File: src/rtl/pnseq_sample_framer_pkg.sv
// Shared types and helpers for the PN sample framer.
// Optional feature macro: PNSEQ_FRAMER_GUARD_EN (adds the GUARD state).
package pnseq_pkg;

`ifdef PNSEQ_FRAMER_GUARD_EN
  typedef enum logic [2:0] {
    ST_IDLE,
    ST_LOAD,
    ST_RUN,
    ST_GUARD,
    ST_FLUSH
  } state_t;
`else
  typedef enum logic [2:0] {
    ST_IDLE,
    ST_LOAD,
    ST_RUN,
    ST_FLUSH
  } state_t;
`endif

  // Standard sounder sequence length (order-6 m-sequence).
  localparam int unsigned PN_LEN_63 = 63;

  // Widest sample component the mapping helper supports.
  localparam int unsigned SAMP_W_MAX = 32;

  // BPSK mapping: chip 1 -> +amp, chip 0 -> -amp (two's complement).
  // Callers pass a zero-extended amplitude and truncate the result to
  // their own sample width; negation survives truncation unchanged.
  function automatic logic [SAMP_W_MAX-1:0] bpsk_map(input logic chip,
                                                     input logic [SAMP_W_MAX-1:0] amp);
    return chip ? amp : (~amp + SAMP_W_MAX'(1));
  endfunction

endpackage

File: src/rtl/pnseq_sample_framer_if.sv
// AXI-Stream sample bus between the framer and its consumer.
interface pnseq_sample_framer_if #(
  parameter int unsigned SAMP_W = 16
);
  logic [2*SAMP_W-1:0] tdata;
  logic                tvalid;
  logic                tready;
  logic                tlast;

  modport master (output tdata, output tvalid, output tlast, input tready);
  modport slave  (input tdata, input tvalid, input tlast, output tready);
endinterface

File: src/rtl/pnseq_sample_framer_outreg.sv
// Single-entry AXI-Stream output register. 'load' must only be raised
// while 'can_load' is high; the held beat stays stable until accepted.
module pnseq_axis_outreg #(
  parameter int unsigned W = 32
) (
  input  logic         clk,
  input  logic         rst,
  input  logic         load,
  input  logic [W-1:0] load_data,
  input  logic         load_last,
  output logic         can_load,
  output logic [W-1:0] tdata,
  output logic         tvalid,
  output logic         tlast,
  input  logic         tready
);

  assign can_load = !tvalid || tready;

  // Hold register: refill on load, drop valid once the beat is taken.
  always_ff @(posedge clk or negedge rst) begin
    if (!rst) begin
      tdata  <= '0;
      tvalid <= 1'b0;
      tlast  <= 1'b0;
    end else if (load) begin
      tdata  <= load_data;
      tvalid <= 1'b1;
      tlast  <= load_last;
    end else if (tready) begin
      tvalid <= 1'b0;
      tlast  <= 1'b0;
    end
  end

endmodule

File: src/rtl/pnseq_sample_framer.sv
// PN chip sequencer and BPSK AXI-Stream framer.
// Optional feature macro: PNSEQ_FRAMER_GUARD_EN (zero-sample guard between
// sequences, adds cfg_guard input).
module pnseq_sample_framer
  import pnseq_pkg::*;
#(
  parameter int unsigned LEN_W  = 16,
  parameter int unsigned SAMP_W = 16
) (
  input  logic               clk,
  input  logic               rst,
  input  logic               cfg_start,
  input  logic               cfg_stop,
  input  logic [LEN_W-1:0]   cfg_seq_len,
  input  logic [LEN_W-1:0]   cfg_num_seq,
  input  logic [SAMP_W-1:0]  cfg_amp,
`ifdef PNSEQ_FRAMER_GUARD_EN
  input  logic [LEN_W-1:0]   cfg_guard,
`endif
  output logic               lfsr_load,
  output logic               lfsr_en,
  input  logic               pnseq,
  pnseq_sample_framer_if.master m_axis,
  output logic               busy,
  output logic               done
);

  localparam logic [SAMP_W-1:0] AMP_MASK = {1'b0, {(SAMP_W-1){1'b1}}};

  state_t              state_q, state_d;
  logic [LEN_W-1:0]    seq_len_q, num_seq_q, chip_cnt_q, rep_cnt_q;
  logic [SAMP_W-1:0]   amp_q;
  logic                stop_pend_q;
  logic                done_q;
`ifdef PNSEQ_FRAMER_GUARD_EN
  logic [LEN_W-1:0]    guard_q, guard_cnt_q;
  logic                guard_last;
`endif

  logic                start_ok, last_chip, final_seq, stop_now;
  logic                ld, ld_last, can_load;
  logic [2*SAMP_W-1:0] ld_data;
  logic [SAMP_W-1:0]   i_val;
  logic [2*SAMP_W-1:0] axis_tdata;
  logic                axis_tvalid, axis_tlast;

  assign start_ok  = cfg_start && (cfg_seq_len != '0);
  assign last_chip = (chip_cnt_q == seq_len_q - LEN_W'(1));
  assign final_seq = (num_seq_q != '0) && (rep_cnt_q == num_seq_q - LEN_W'(1));
  assign stop_now  = stop_pend_q || cfg_stop;
  assign i_val     = SAMP_W'(bpsk_map(pnseq, SAMP_W_MAX'(amp_q)));
`ifdef PNSEQ_FRAMER_GUARD_EN
  assign guard_last = (guard_cnt_q == guard_q - LEN_W'(1));
`endif

  assign busy = (state_q != ST_IDLE);
  assign done = done_q;

  // State register.
  always_ff @(posedge clk or negedge rst) begin
    if (!rst) state_q <= ST_IDLE;
    else      state_q <= state_d;
  end

  // Next state, LFSR control and output-register load.
  always_comb begin
    state_d   = state_q;
    lfsr_load = 1'b0;
    lfsr_en   = 1'b0;
    ld        = 1'b0;
    ld_last   = 1'b0;
    ld_data   = '0;
    case (state_q)
      ST_IDLE: begin
        if (start_ok) state_d = ST_LOAD;
      end
      ST_LOAD: begin
        lfsr_load = 1'b1;
        state_d   = ST_RUN;
      end
      ST_RUN: begin
        if (can_load) begin
          ld      = 1'b1;
          lfsr_en = 1'b1;
          ld_data = {i_val, {SAMP_W{1'b0}}};
          ld_last = last_chip;
          if (last_chip) begin
            if (final_seq || stop_now) state_d = ST_FLUSH;
`ifdef PNSEQ_FRAMER_GUARD_EN
            else if (guard_q != '0)    state_d = ST_GUARD;
`endif
            else                       state_d = ST_LOAD;
          end
        end
      end
`ifdef PNSEQ_FRAMER_GUARD_EN
      ST_GUARD: begin
        if (can_load) begin
          ld = 1'b1;
          if (guard_last) state_d = ST_LOAD;
        end
      end
`endif
      ST_FLUSH: begin
        if (axis_tvalid && m_axis.tready) state_d = ST_IDLE;
      end
      default: state_d = ST_IDLE;
    endcase
  end

  // Config latch, chip/rep counters, sticky stop and done pulse.
  always_ff @(posedge clk or negedge rst) begin
    if (!rst) begin
      seq_len_q   <= '0;
      num_seq_q   <= '0;
      amp_q       <= '0;
      chip_cnt_q  <= '0;
      rep_cnt_q   <= '0;
      stop_pend_q <= 1'b0;
      done_q      <= 1'b0;
`ifdef PNSEQ_FRAMER_GUARD_EN
      guard_q     <= '0;
      guard_cnt_q <= '0;
`endif
    end else begin
      done_q <= (state_q == ST_FLUSH) && (state_d == ST_IDLE);

      if (state_q == ST_IDLE) stop_pend_q <= 1'b0;
      else if (cfg_stop)      stop_pend_q <= 1'b1;

      if (state_q == ST_IDLE && start_ok) begin
        seq_len_q  <= cfg_seq_len;
        num_seq_q  <= cfg_num_seq;
        amp_q      <= cfg_amp & AMP_MASK;
        chip_cnt_q <= '0;
        rep_cnt_q  <= '0;
`ifdef PNSEQ_FRAMER_GUARD_EN
        guard_q     <= cfg_guard;
        guard_cnt_q <= '0;
`endif
      end

      if (state_q == ST_RUN && can_load) begin
        chip_cnt_q <= last_chip ? '0 : chip_cnt_q + LEN_W'(1);
        if (last_chip && !(final_seq || stop_now))
          rep_cnt_q <= rep_cnt_q + LEN_W'(1);
      end

`ifdef PNSEQ_FRAMER_GUARD_EN
      if (state_q == ST_GUARD && can_load)
        guard_cnt_q <= guard_last ? '0 : guard_cnt_q + LEN_W'(1);
`endif
    end
  end

  pnseq_axis_outreg #(
    .W (2*SAMP_W)
  ) u_outreg (
    .clk       (clk),
    .rst       (rst),
    .load      (ld),
    .load_data (ld_data),
    .load_last (ld_last),
    .can_load  (can_load),
    .tdata     (axis_tdata),
    .tvalid    (axis_tvalid),
    .tlast     (axis_tlast),
    .tready    (m_axis.tready)
  );

  assign m_axis.tdata  = axis_tdata;
  assign m_axis.tvalid = axis_tvalid;
  assign m_axis.tlast  = axis_tlast;

endmodule

File: src/flat_wrapper.sv
// flat-port wrapper written by rule: the top's interface ports become plain ports
module pnseq_sample_framer_flat import pnseq_pkg::*;
#(
  parameter int unsigned LEN_W  = 16,
  parameter int unsigned SAMP_W = 16
)
  (clk, rst, cfg_start, cfg_stop, cfg_seq_len, cfg_num_seq, cfg_amp, lfsr_load, lfsr_en, pnseq, busy, done, m_axis_tdata, m_axis_tvalid, m_axis_tlast, m_axis_tready);
  pnseq_sample_framer_if #(.SAMP_W(SAMP_W)) m_axis_i ();
  input  logic clk;
  input  logic rst;
  input  logic cfg_start;
  input  logic cfg_stop;
  input  logic [LEN_W-1:0] cfg_seq_len;
  input  logic [LEN_W-1:0] cfg_num_seq;
  input  logic [SAMP_W-1:0] cfg_amp;
  output logic lfsr_load;
  output logic lfsr_en;
  input  logic pnseq;
  output logic busy;
  output logic done;
  output wire logic [$bits(m_axis_i.tdata)-1:0] m_axis_tdata;
  output wire logic [$bits(m_axis_i.tvalid)-1:0] m_axis_tvalid;
  output wire logic [$bits(m_axis_i.tlast)-1:0] m_axis_tlast;
  input wire logic [$bits(m_axis_i.tready)-1:0] m_axis_tready;
  assign m_axis_tdata = m_axis_i.tdata;
  assign m_axis_tvalid = m_axis_i.tvalid;
  assign m_axis_tlast = m_axis_i.tlast;
  assign m_axis_i.tready = m_axis_tready;
  pnseq_sample_framer #(.LEN_W(LEN_W), .SAMP_W(SAMP_W)) u_core (.clk(clk), .rst(rst), .cfg_start(cfg_start), .cfg_stop(cfg_stop), .cfg_seq_len(cfg_seq_len), .cfg_num_seq(cfg_num_seq), .cfg_amp(cfg_amp), .lfsr_load(lfsr_load), .lfsr_en(lfsr_en), .pnseq(pnseq), .m_axis(m_axis_i), .busy(busy), .done(done));
endmodule
File: config.mk
export PLATFORM = sky130hd
export DESIGN_NAME = pnseq_sample_framer_flat
export DESIGN_NICKNAME = d
export VERILOG_FILES = /design/src/rtl/pnseq_sample_framer_pkg.sv /design/src/rtl/pnseq_sample_framer_if.sv /design/src/rtl/pnseq_sample_framer_outreg.sv /design/src/rtl/pnseq_sample_framer.sv /design/src/flat_wrapper.sv
export SDC_FILE = /design/constraint.sdc
export NUM_CORES = 1
export LEC_CHECK = 0
export BUFFER_PORTS_ARGS = -buffer_cell sky130_fd_sc_hd__buf_4
export CORE_ASPECT_RATIO = 2
export CORE_UTILIZATION = 65
export CTS_BUF_LIST = sky130_fd_sc_hd__clkbuf_4 sky130_fd_sc_hd__clkbuf_8
export DETAILED_ROUTE_END_ITERATION = 12
export PLACE_DENSITY = 0.95
export RECOVER_POWER = 25
export SETUP_SLACK_MARGIN = 0.1
export SYNTH_ARGS = -nofsm -noshare
export SYNTH_HDL_FRONTEND = slang
export SYNTH_HIERARCHICAL = 1
export SYNTH_SLANG_ARGS = --single-unit
File: constraint.sdc
create_clock -name clk -period 7.4 [get_ports clk]
set_clock_uncertainty 0.1 [all_clocks]
set_input_delay 0.37 -clock clk [delete_from_list [all_inputs] [get_ports clk]]
set_output_delay 0.37 -clock clk [all_outputs]
set_load 0.1 [all_outputs]
==> impl_metrics.ini <==
[outcome]
status = finished with violations
failed_checks = max-capacitance violations, max-slew violations

[setup_path]
crit_path_start = u_core/seq_len_q[0]
path_class = flop to flop
worst_path_most_repeated_cell = nand4_1
startpoint_type = flop
critPathSlowestCell = or4_1
critPathCaptureType = flop
arrival_ns = 3.91
slowest_delay_ns = 0.52
r2r-start = u_core/seq_len_q[0]
cp_cell_sequence = inv_1 > ha_1 > nor4b_4 > nand4_1 > xnor2_1 > o221ai_1 > a2111oi_4 > nand4_1 > buf_4 > or4_1 > a21oi_1
crit_required_ns = 7.66
cp_max_fo = 29

[routing]
drt_iter0_drc = 456
dr_total_vias = 5863
routed_wl_mm = 17.2
dr.pass1.iters = 6
wire_per_inst_microns = 18.2
drc = 0
via_per_inst = 6.20
antenna_left = 0

[flow_run]
max_cap_violations = 1

[floorplan]
die_y_microns = 144
start_util_pct = 67.0
die_w_microns = 72.9
core-area_sq_um = 9760
dieArea_sq_um = 10500
ios = 92
rows = 51

[cts]
numCtsBuffers = 17
cts_tree = built
cts_setup_buffers = 0
path_clk_slew_ns = 0.07
cts.path.max_buffers = 2
clockRootBuffer = clkbuf_8
insertion_delay_ns = 0.45
h-tree-depth = 4
clock-sinks = 118

[timing]
clock.fmax_mhz = 274
period_needed_ns = 3.65
setup_viol = 0
fin_setup_tns_ns = 0
hold_slack_ns = 0.0258
report.final.slew_viol_count = 40
hold_viol = 0
rsz0062_at_grt = no
min_period_over_period_pct = 49.3
maxSlewHeadroom_pct = -38.6
tightest_slew_ns = 2.08

[power_and_ir_drop]
powerDensity_nw_per_um2 = 289
vdd_ir_drop_max_mv = 0.162
power_leakage_nw = 3.50

[yosys]
synthCells = 693
yosysWarnings = 6
synth_flop_cell = dfrtp_1
synthesis.area_sq_um = 6540
synth-seq-cells = 118
synth-edff-count = 0
syn_area_per_cell_sq_um = 9.44
synth-async-reset-ratio_pct = 100
yosysSeqAreaShare_pct = 45.2
synth_cell_type_count = 62

[cells_and_area]
seq_area_sq_um = 2950
layout_commonest_cell = nand2_1
multi_input_area_sq_um = 3390
area_growth_pct = 17.2
drive_above_1_share_pct = 17.3
nets = 860
layout_common_cells = 148 x nand2_1, 118 x dfrtp_1, 66 x buf_4
nFillCells = 629
antenna_cells = 0

[placed_design]
globalplace.congestion = 0.937
place_hpwl_mm = 11.4
numPortBuffers = 90

[global_routing]
first_global_vias = 6004
grt_util_all_layers_pct = 34.9
antenna_found_initial = 0
grt-ovfl-total = 0
grt_pass1_wl_mm = 27.6
grt_max_degree = 81

[worst_hold_path]
hold_path.startpoint = cfg_amp[6]
hold_class = input port to flop
-- registers in the layout, indices dropped and copies added (netlist names) --
register                count
u_core/amp_q               15
u_core/chip_cnt_q          16
u_core/done                 1
u_core/num_seq_q           16
u_core/rep_cnt_q           16
u_core/seq_len_q           16
u_core/state_q              3
u_core/stop_pend_q          1
u_core/u_outreg/tdata      32
u_core/u_outreg/tlast       1
u_core/u_outreg/tvalid      1
-- Yosys cell counts (all sizes together), types with 14 or more instances --
master / n / share of area (%)
a21oi: 26 / 2.0
a31oi: 18 / 1.7
and3: 14 / 1.3
buf: 14 / 2.0
clkbuf: 20 / 1.1
dfrtp: 118 / 45
inv: 15 / 0.86
mux2: 33 / 7.2
nand2: 148 / 8.5
nand3: 21 / 1.6
nor2: 45 / 2.6
nor3: 19 / 1.5
nor4: 16 / 1.8
o21ai: 24 / 1.8
xnor2: 35 / 4.7
xor2: 18 / 2.4
-- final timing paths --
check / endpoint / cells after the start / slack (ns)
min in group asynchronous: u_core/u_outreg/tdata[12] / 2 / 0.96
setup / recovery: u_core/rep_cnt_q[11] / 11 / 3.75
max in group asynchronous: u_core/chip_cnt_q[7] / 3 / 4.29
hold / removal: u_core/amp_q[6] / 3 / 0.03
hold reg to reg: u_core/rep_cnt_q[15] / 1 / 0.41
setup reg to reg: u_core/rep_cnt_q[11] / 11 / 3.75
-- cell families (layout without fill, tap and decap cells) --
family / Yosys count / count (layout) / share of synthesized area, %
XOR/XNOR: 53 / 53 / 7.10
flip-flops: 118 / 118 / 45.2
AND/OR/NAND/NOR: 318 / 318 / 23.5
AO/OA/AOI/OAI: 108 / 108 / 10.9
multiplexers: 40 / 40 / 8.30
other: 1 / 17 / 0.0574
adder cells (fa/ha/maj): 5 / 5 / 0.957
buffers and inverters: 50 / 154 / 4.02
-- layer usage --
layer / global-route usage [%] / routed length (microns)
met1: 36.3 / 5910
met2: 61.6 / 9260
met3: 7.71 / 1050
met4: 22.6 / 945
met5: 0 / 0
-- critical path, delay by kind of cell, from the launching register on --
family | cells | cell delay [ns]
DFF | 1 | 0.43
and+or+nand+nor | 4 | 1.42
buffers and inverters | 2 | 0.37
AOI/OAI and AO/OA | 3 | 0.77
adders and majority gates | 1 | 0.24
xor gates and xnor gates | 1 | 0.22
-- stage by stage --
| stage | power [mW] | util [%] | worst slack [ns] | std cells | area, sq um |
|---|---|---|---|---|---|
| final | 2.22 | 78.5 | 3.75 | 945 | 7660 |
| after global routing | 2.31 | 78.5 | 3.53 | 945 | 7660 |
| after CTS | 2.24 | 79.6 | 3.82 | 945 | 7770 |
| after detailed placement | 1.67 | 74.6 | 3.90 | 902 | 7280 |
| after global placement | 1.64 | 74.6 | 3.99 | 902 | 7280 |
| after floorplan | 1.48 | - | 4.31 | 709 | 6600 |
-- report_power, final --
part,total (mW),internal [mW],switching [mW]
Combinational,0.796,0.231,0.565
Clock,0.556,0.275,0.281
Sequential,0.864,0.743,0.120
Total,2.22,1.25,0.966
-- cell type report --
class                      instances  share of cell area, %
clock buffer                      18                   3.23
clock inverter                    13                   1.62
inverter                          16                  0.784
multi-input combinational        541                   44.2
sequential                       118                   38.5
tap                              132                   2.16
timing repair buffer             107                   9.45
-- what timing repair did --
action / CTS / global route
endpoints found under the setup margin: 0 / 0
hold buffers: 12 / 0
gates resized for setup: 0 / 0
hold endpoints to repair: 49 / 0
(Power assumes the default switching activity.)
